## config.mk

```make
export PLATFORM = sky130hd
export DESIGN_NAME = instr_fetch_unit
export DESIGN_NICKNAME = d
export VERILOG_FILES = /design/src/rtl/cpu_pkg.sv /design/src/rtl/fetch_timeout_ctr.sv /design/src/rtl/instr_fetch_unit.sv
export SDC_FILE = /design/constraint.sdc
export NUM_CORES = 1
export LEC_CHECK = 0
export BUFFER_PORTS_ARGS = -buffer_cell sky130_fd_sc_hd__buf_2
export CAP_MARGIN = 10
export CORE_AREA = 5 5 115 117
export CTS_CLUSTER_DIAMETER = 120
export DETAILED_ROUTE_END_ITERATION = 8
export DIE_AREA = 0 0 120 122
export GPL_TIMING_DRIVEN = 0
export PLACE_DENSITY = 0.71
export SLEW_MARGIN = 15
export SYNTH_ARGS = -nofsm -noshare
export SYNTH_HDL_FRONTEND = slang
export SYNTH_SLANG_ARGS = --single-unit
```

## constraint.sdc

```tcl
create_clock -name i_clk -period 3.1 [get_ports i_clk]
set_input_delay 0.62 -clock i_clk [delete_from_list [all_inputs] [get_ports i_clk]]
set_output_delay 0.62 -clock i_clk [all_outputs]
set_load 0.005 [all_outputs]
```

## src/rtl/cpu_pkg.sv

```systemverilog
// Shared definitions for the multicycle CPU front end: default widths,
// sequential PC increment and the fetch FSM encoding.
package cpu_pkg;

    localparam int unsigned ADDR_W  = 32;
    localparam int unsigned DATA_W  = 32;
    localparam int unsigned PC_INCR = 4;

    typedef enum logic {
        IDLE = 1'b0,
        REQ  = 1'b1
    } fetch_state_t;

endpackage

```

## src/rtl/fetch_timeout_ctr.sv

```systemverilog
// Clear/enable counter that raises o_expire once it has counted TIMEOUT-1
// un-acknowledged request cycles; it saturates there until cleared.
module fetch_timeout_ctr #(
    parameter int unsigned TIMEOUT = 16
) (
    input  logic i_clk,
    input  logic i_rst,
    input  logic i_clr,
    input  logic i_en,
    output logic o_expire
);

    localparam int unsigned CNT_W = (TIMEOUT > 1) ? $clog2(TIMEOUT) : 1;

    logic [CNT_W-1:0] cnt_q;
    logic [CNT_W-1:0] cnt_d;

    always_comb begin
        o_expire = (cnt_q == CNT_W'(TIMEOUT - 1));
    end

    always_comb begin
        cnt_d = cnt_q;
        if (i_clr) begin
            cnt_d = '0;
        end else if (i_en && !o_expire) begin
            cnt_d = cnt_q + 1'b1;
        end
    end

    always_ff @(posedge i_clk) begin
        if (i_rst) begin
            cnt_q <= '0;
        end else begin
            cnt_q <= cnt_d;
        end
    end

endmodule

```

## src/rtl/instr_fetch_unit.sv

```systemverilog
// Instruction fetch unit: handshaked word read of the current PC into the IR,
// with a one-cycle PC write-enable carrying PC+4, and misalign/timeout errors.
module instr_fetch_unit #(
    parameter int unsigned ADDR_W  = cpu_pkg::ADDR_W,
    parameter int unsigned DATA_W  = cpu_pkg::DATA_W,
    parameter int unsigned TIMEOUT = 16
) (
    input  logic              i_clk,
    input  logic              i_rst,
    input  logic              i_fetch_start,
    input  logic [ADDR_W-1:0] i_pc,
    output logic              o_mem_req,
    output logic [ADDR_W-1:0] o_mem_addr,
    input  logic              i_mem_ack,
    input  logic [DATA_W-1:0] i_mem_rdata,
    output logic [DATA_W-1:0] o_ir,
    output logic              o_ir_valid,
    output logic              o_pc_w_c,
    output logic [ADDR_W-1:0] o_next_pc,
    output logic              o_busy,
    output logic              o_fetch_err
);

    import cpu_pkg::*;

    fetch_state_t      state_q;
    fetch_state_t      state_d;
    logic [ADDR_W-1:0] addr_q;
    logic [DATA_W-1:0] ir_q;
    logic              ir_valid_q;
    logic [ADDR_W-1:0] next_pc_q;
    logic              pc_w_c_q;
    logic              fetch_err_q;
    logic              aligned;
    logic              expire;

    assign aligned = (i_pc[1:0] == 2'b00);

    fetch_timeout_ctr #(
        .TIMEOUT(TIMEOUT)
    ) u_timeout (
        .i_clk   (i_clk),
        .i_rst   (i_rst),
        .i_clr   (state_q == IDLE),
        .i_en    ((state_q == REQ) && !i_mem_ack),
        .o_expire(expire)
    );

    always_ff @(posedge i_clk) begin
        if (i_rst) begin
            state_q <= IDLE;
        end else begin
            state_q <= state_d;
        end
    end

    always_comb begin
        state_d = state_q;
        case (state_q)
            IDLE:    if (i_fetch_start && aligned) state_d = REQ;
            REQ:     if (i_mem_ack || expire)      state_d = IDLE;
            default: state_d = IDLE;
        endcase
    end

    // Ack takes priority over expiry, so a word arriving on the last allowed cycle is accepted.
    always_ff @(posedge i_clk) begin
        if (i_rst) begin
            addr_q      <= '0;
            ir_q        <= '0;
            ir_valid_q  <= 1'b0;
            next_pc_q   <= '0;
            pc_w_c_q    <= 1'b0;
            fetch_err_q <= 1'b0;
        end else begin
            pc_w_c_q    <= 1'b0;
            fetch_err_q <= 1'b0;
            case (state_q)
                IDLE: begin
                    if (i_fetch_start) begin
                        ir_valid_q <= 1'b0;
                        if (aligned) begin
                            addr_q <= i_pc;
                        end else begin
                            fetch_err_q <= 1'b1;
                        end
                    end
                end
                REQ: begin
                    if (i_mem_ack) begin
                        ir_q       <= i_mem_rdata;
                        ir_valid_q <= 1'b1;
                        next_pc_q  <= addr_q + ADDR_W'(PC_INCR);
                        pc_w_c_q   <= 1'b1;
                    end else if (expire) begin
                        fetch_err_q <= 1'b1;
                    end
                end
                default: ;
            endcase
        end
    end

    always_comb begin
        o_mem_req   = (state_q == REQ);
        o_busy      = (state_q == REQ);
        o_mem_addr  = addr_q;
        o_ir        = ir_q;
        o_ir_valid  = ir_valid_q;
        o_next_pc   = next_pc_q;
        o_pc_w_c    = pc_w_c_q;
        o_fetch_err = fetch_err_q;
    end

endmodule
```

==> flow_metrics.tcl <==
set metrics [dict create \
    io_buffer_count 168 \
    avgSynthCellArea_sq_um 8.21 \
    period_share_pct 65.3 \
    status "finished clean" \
    crit_chain "and2_1 -> clkbuf_1 -> clkbuf_1 -> nor2_1 -> a211oi_1" \
    clock_latency_ns 0.34 \
    die_h_um 122 \
    cp_max_fo 10 \
    use_met2_pct 28.6 \
    criticalPathCategory "reg2reg" \
    met1_usage_pct 20.2 \
    setup_viol 0 \
    switching_share_pct 23.0 \
    grt_busiest_layer "met2" \
    dieArea_sq_mm 0.0146 \
    grt_util_all_layers_pct 16.8 \
    wl_per_cell_um 15.0 \
    gp_congestion 0.808 \
    vdd_drop_max_uv 220 \
    drtPass1Iterations 4 \
    layout_commonest_cell "buf_2" \
    synth_area_sq_mm 0.00410 \
    ant_nets 0 \
    maxSlewHeadroom_pct 53.6 \
    dp_hpwl_um 9630 \
    hold_violations 0 \
    vias_per_cell 4.80 \
    crit_top_cell "clkbuf_1" \
    core_sq_mm 0.0123 \
    initial_utilization_pct 33.4 \
    grt_pass1_vias 3927 \
    cpPeakStageDelay_ns 0.55 \
    ys_types 35 \
    max-cap-violations 0 \
    comb_power_share_pct 7.3 \
    via_count 3991 \
    clk_pin_slew_ns 0.07 \
    cts_buffer_depth 2 \
    required_ns 3.36 \
    routed_wl_um 12400 \
    critPathLaunchType "flop" \
    grt_start_max_net_pins 15 \
    drt_iter0_drc 164 \
    period_needed_ns 2.03 \
    stdcell_count 831 \
    die_width_um 120 \
    grt_pass1_wl_um 19400 \
    crit_slowest_cell "clkbuf_1" \
    cts-root-buf "clkbuf_16" \
    numCtsBuffers 9 \
    fin_nets 748 \
    use_met3_pct 4.83 \
    fin_worst_skew_ns 0.00539 \
    nFillCells 1277 \
    worst_ep_arrival_time_ns 2.28 \
    ys_seq_elements 104 \
    tns_ns 0 \
    syn2layout_area_growth_pct 31.3 \
    tightest_slew_ns 0.691 \
    max_freq_mhz 494 \
    diodes 0 \
    antenna_found_initial 0 \
    dp.cells 817 \
    endpoint_kind "flop" \
    worst-path-buf-inv 2 \
    synth_warnings 0 \
    io_pins 169 \
    leakage_nw 2.23 \
    cts_tree "built" \
    seq_area_frac_synth_pct 50.8 \
    cts_hold_buffers 0 \
    p_per_area_mw_per_mm2 486 \
    total_power_mw 2.61 \
    layout-drive-gt1-share_pct 27.8 \
    grt_setup_unrepaired "false" \
    p_clk_share_pct 39.2 \
    power_switching_mw 0.602 \
    synth_cells 499 \
    path_delay_family "buffers and inverters" \
    htreeDepth 3 \
    syn-num-nets 569 \
    globalRouteOverflowTotal 0 \
    p_int_mw 2.01 \
    hold_class "reg2reg" \
    clock-sinks 104 \
    post_cts_resized 0 \
    rows 41 \
    seqPwrFrac_pct 53.5 \
    drv_slew 0 \
    cts_setup_buffers 0 \
    drc 0 \
    mostFrequentLayoutCells "buf_2, nand2_1, dfxtp_1" \
]
==> kinds of logic after synthesis <==
group,share of synthesized area [%]
and+or+nand+nor,25.1
muxes,0.244
buffers and inverters,3.12
DFF,50.8
xor gates and xnor gates,6.20
adders and majority gates,0.611
AOI/OAI and AO/OA,13.9
==> worst reg2reg max path: cells and delay by family, from the launching register on <==
kind,cells,cell delay (ns)
AO/OA/AOI/OAI,1,0.22
buffers and inverters,2,0.99
flip-flops,1,0.44
AND/OR/NAND/NOR,2,0.29
==> power groups by stage <==
| stage | Combinational [mW] | Clock, mW | Sequential (mW) |
|---|---|---|---|
| 6_report | 0.191 | 1.02 | 1.40 |
| 5_1_grt | 0.215 | 1.11 | 1.40 |
| 4_1_cts | 0.195 | 1.05 | 1.40 |
| 3_5_place_dp | 0.194 | 0 | 1.43 |
| 3_3_place_gp | 0.193 | 0 | 1.43 |
| 2_1_floorplan | 0.0839 | 0 | 1.43 |
==> final timing paths <==
check,start,end,slack [ns],depth (start not counted)
max,o_busy$_SDFF_PP0_,o_next_pc[29]$_SDFFE_PP0P_,1.07,5
min,o_ir[26]$_SDFFE_PP0P_,o_ir[26]$_SDFFE_PP0P_,0.45,2
max reg2reg,o_busy$_SDFF_PP0_,o_next_pc[29]$_SDFFE_PP0P_,1.07,5
min reg2reg,o_ir[26]$_SDFFE_PP0P_,o_ir[26]$_SDFFE_PP0P_,0.45,2
==> state kept, by name, summed over array words and instances, names as in the netlist <==
| signal | cells |
|---|---|
| o_busy | 1 |
| o_fetch_err | 1 |
| o_ir | 32 |
| o_ir_valid | 1 |
| o_mem_addr | 32 |
| o_next_pc | 32 |
| o_pc_w_c | 1 |
| u_timeout.cnt_q | 4 |
==> per-stage QoR <==
stage	utilization [%]	hold slack (ns)	setup WS (ns)	instance area (sq um)
floorplan	-	0.453	1.32	4100
global placement	41.8	0.439	0.790	5120
detailed placement	41.8	0.444	0.794	5120
CTS	43.9	0.453	1.03	5380
global route	43.9	0.465	0.845	5380
finish	43.9	0.450	1.07	5380
==> synth_stat cells, drive strengths merged <==
cell type	number	share of area, %
dfxtp	104	51
a21oi	67	8.2
clkbuf	30	2.7
nor2	45	4.2
nor2b	1	0.15
inv	1	0.092
nand2	136	12
ha	2	0.61
a311oi	2	0.43
o21ai	1	0.12
and3	4	0.64
xnor2	7	1.5
buf	2	0.27
nor3b	2	0.37
mux2i	1	0.24
or3	2	0.31
or4	2	0.49
nand4	15	2.8
o31ai	1	0.18
xor2	22	4.7
nand2b	3	0.46
a211oi	26	4.8
nor3	5	0.86
o22a	1	0.21
nand3	12	1.5
and4	2	0.46
and2	3	0.46
==> per-layer routing <==
| metal | share of wire, % | vias up |
|---|---|---|
| li1 | - | 2032 |
| met1 | 42 | 1815 |
| met2 | 49 | 121 |
| met3 | 6.5 | 23 |
| met4 | 2.2 | 0 |
| met5 | 0 | - |
==> cell type report <==
type,instances,area (sq um),area share [%]
well taps,150,188,3.49
flip-flops and latches,104,2080,38.7
inverters,1,3.75,0.0698
plain buffers,32,124,2.30
clock inverters,1,5.00,0.0930
multi-input cells,362,1890,35.1
clock buffers,13,250,4.65
repair buffers,168,841,15.6
Power figures use the tool's default switching activity.
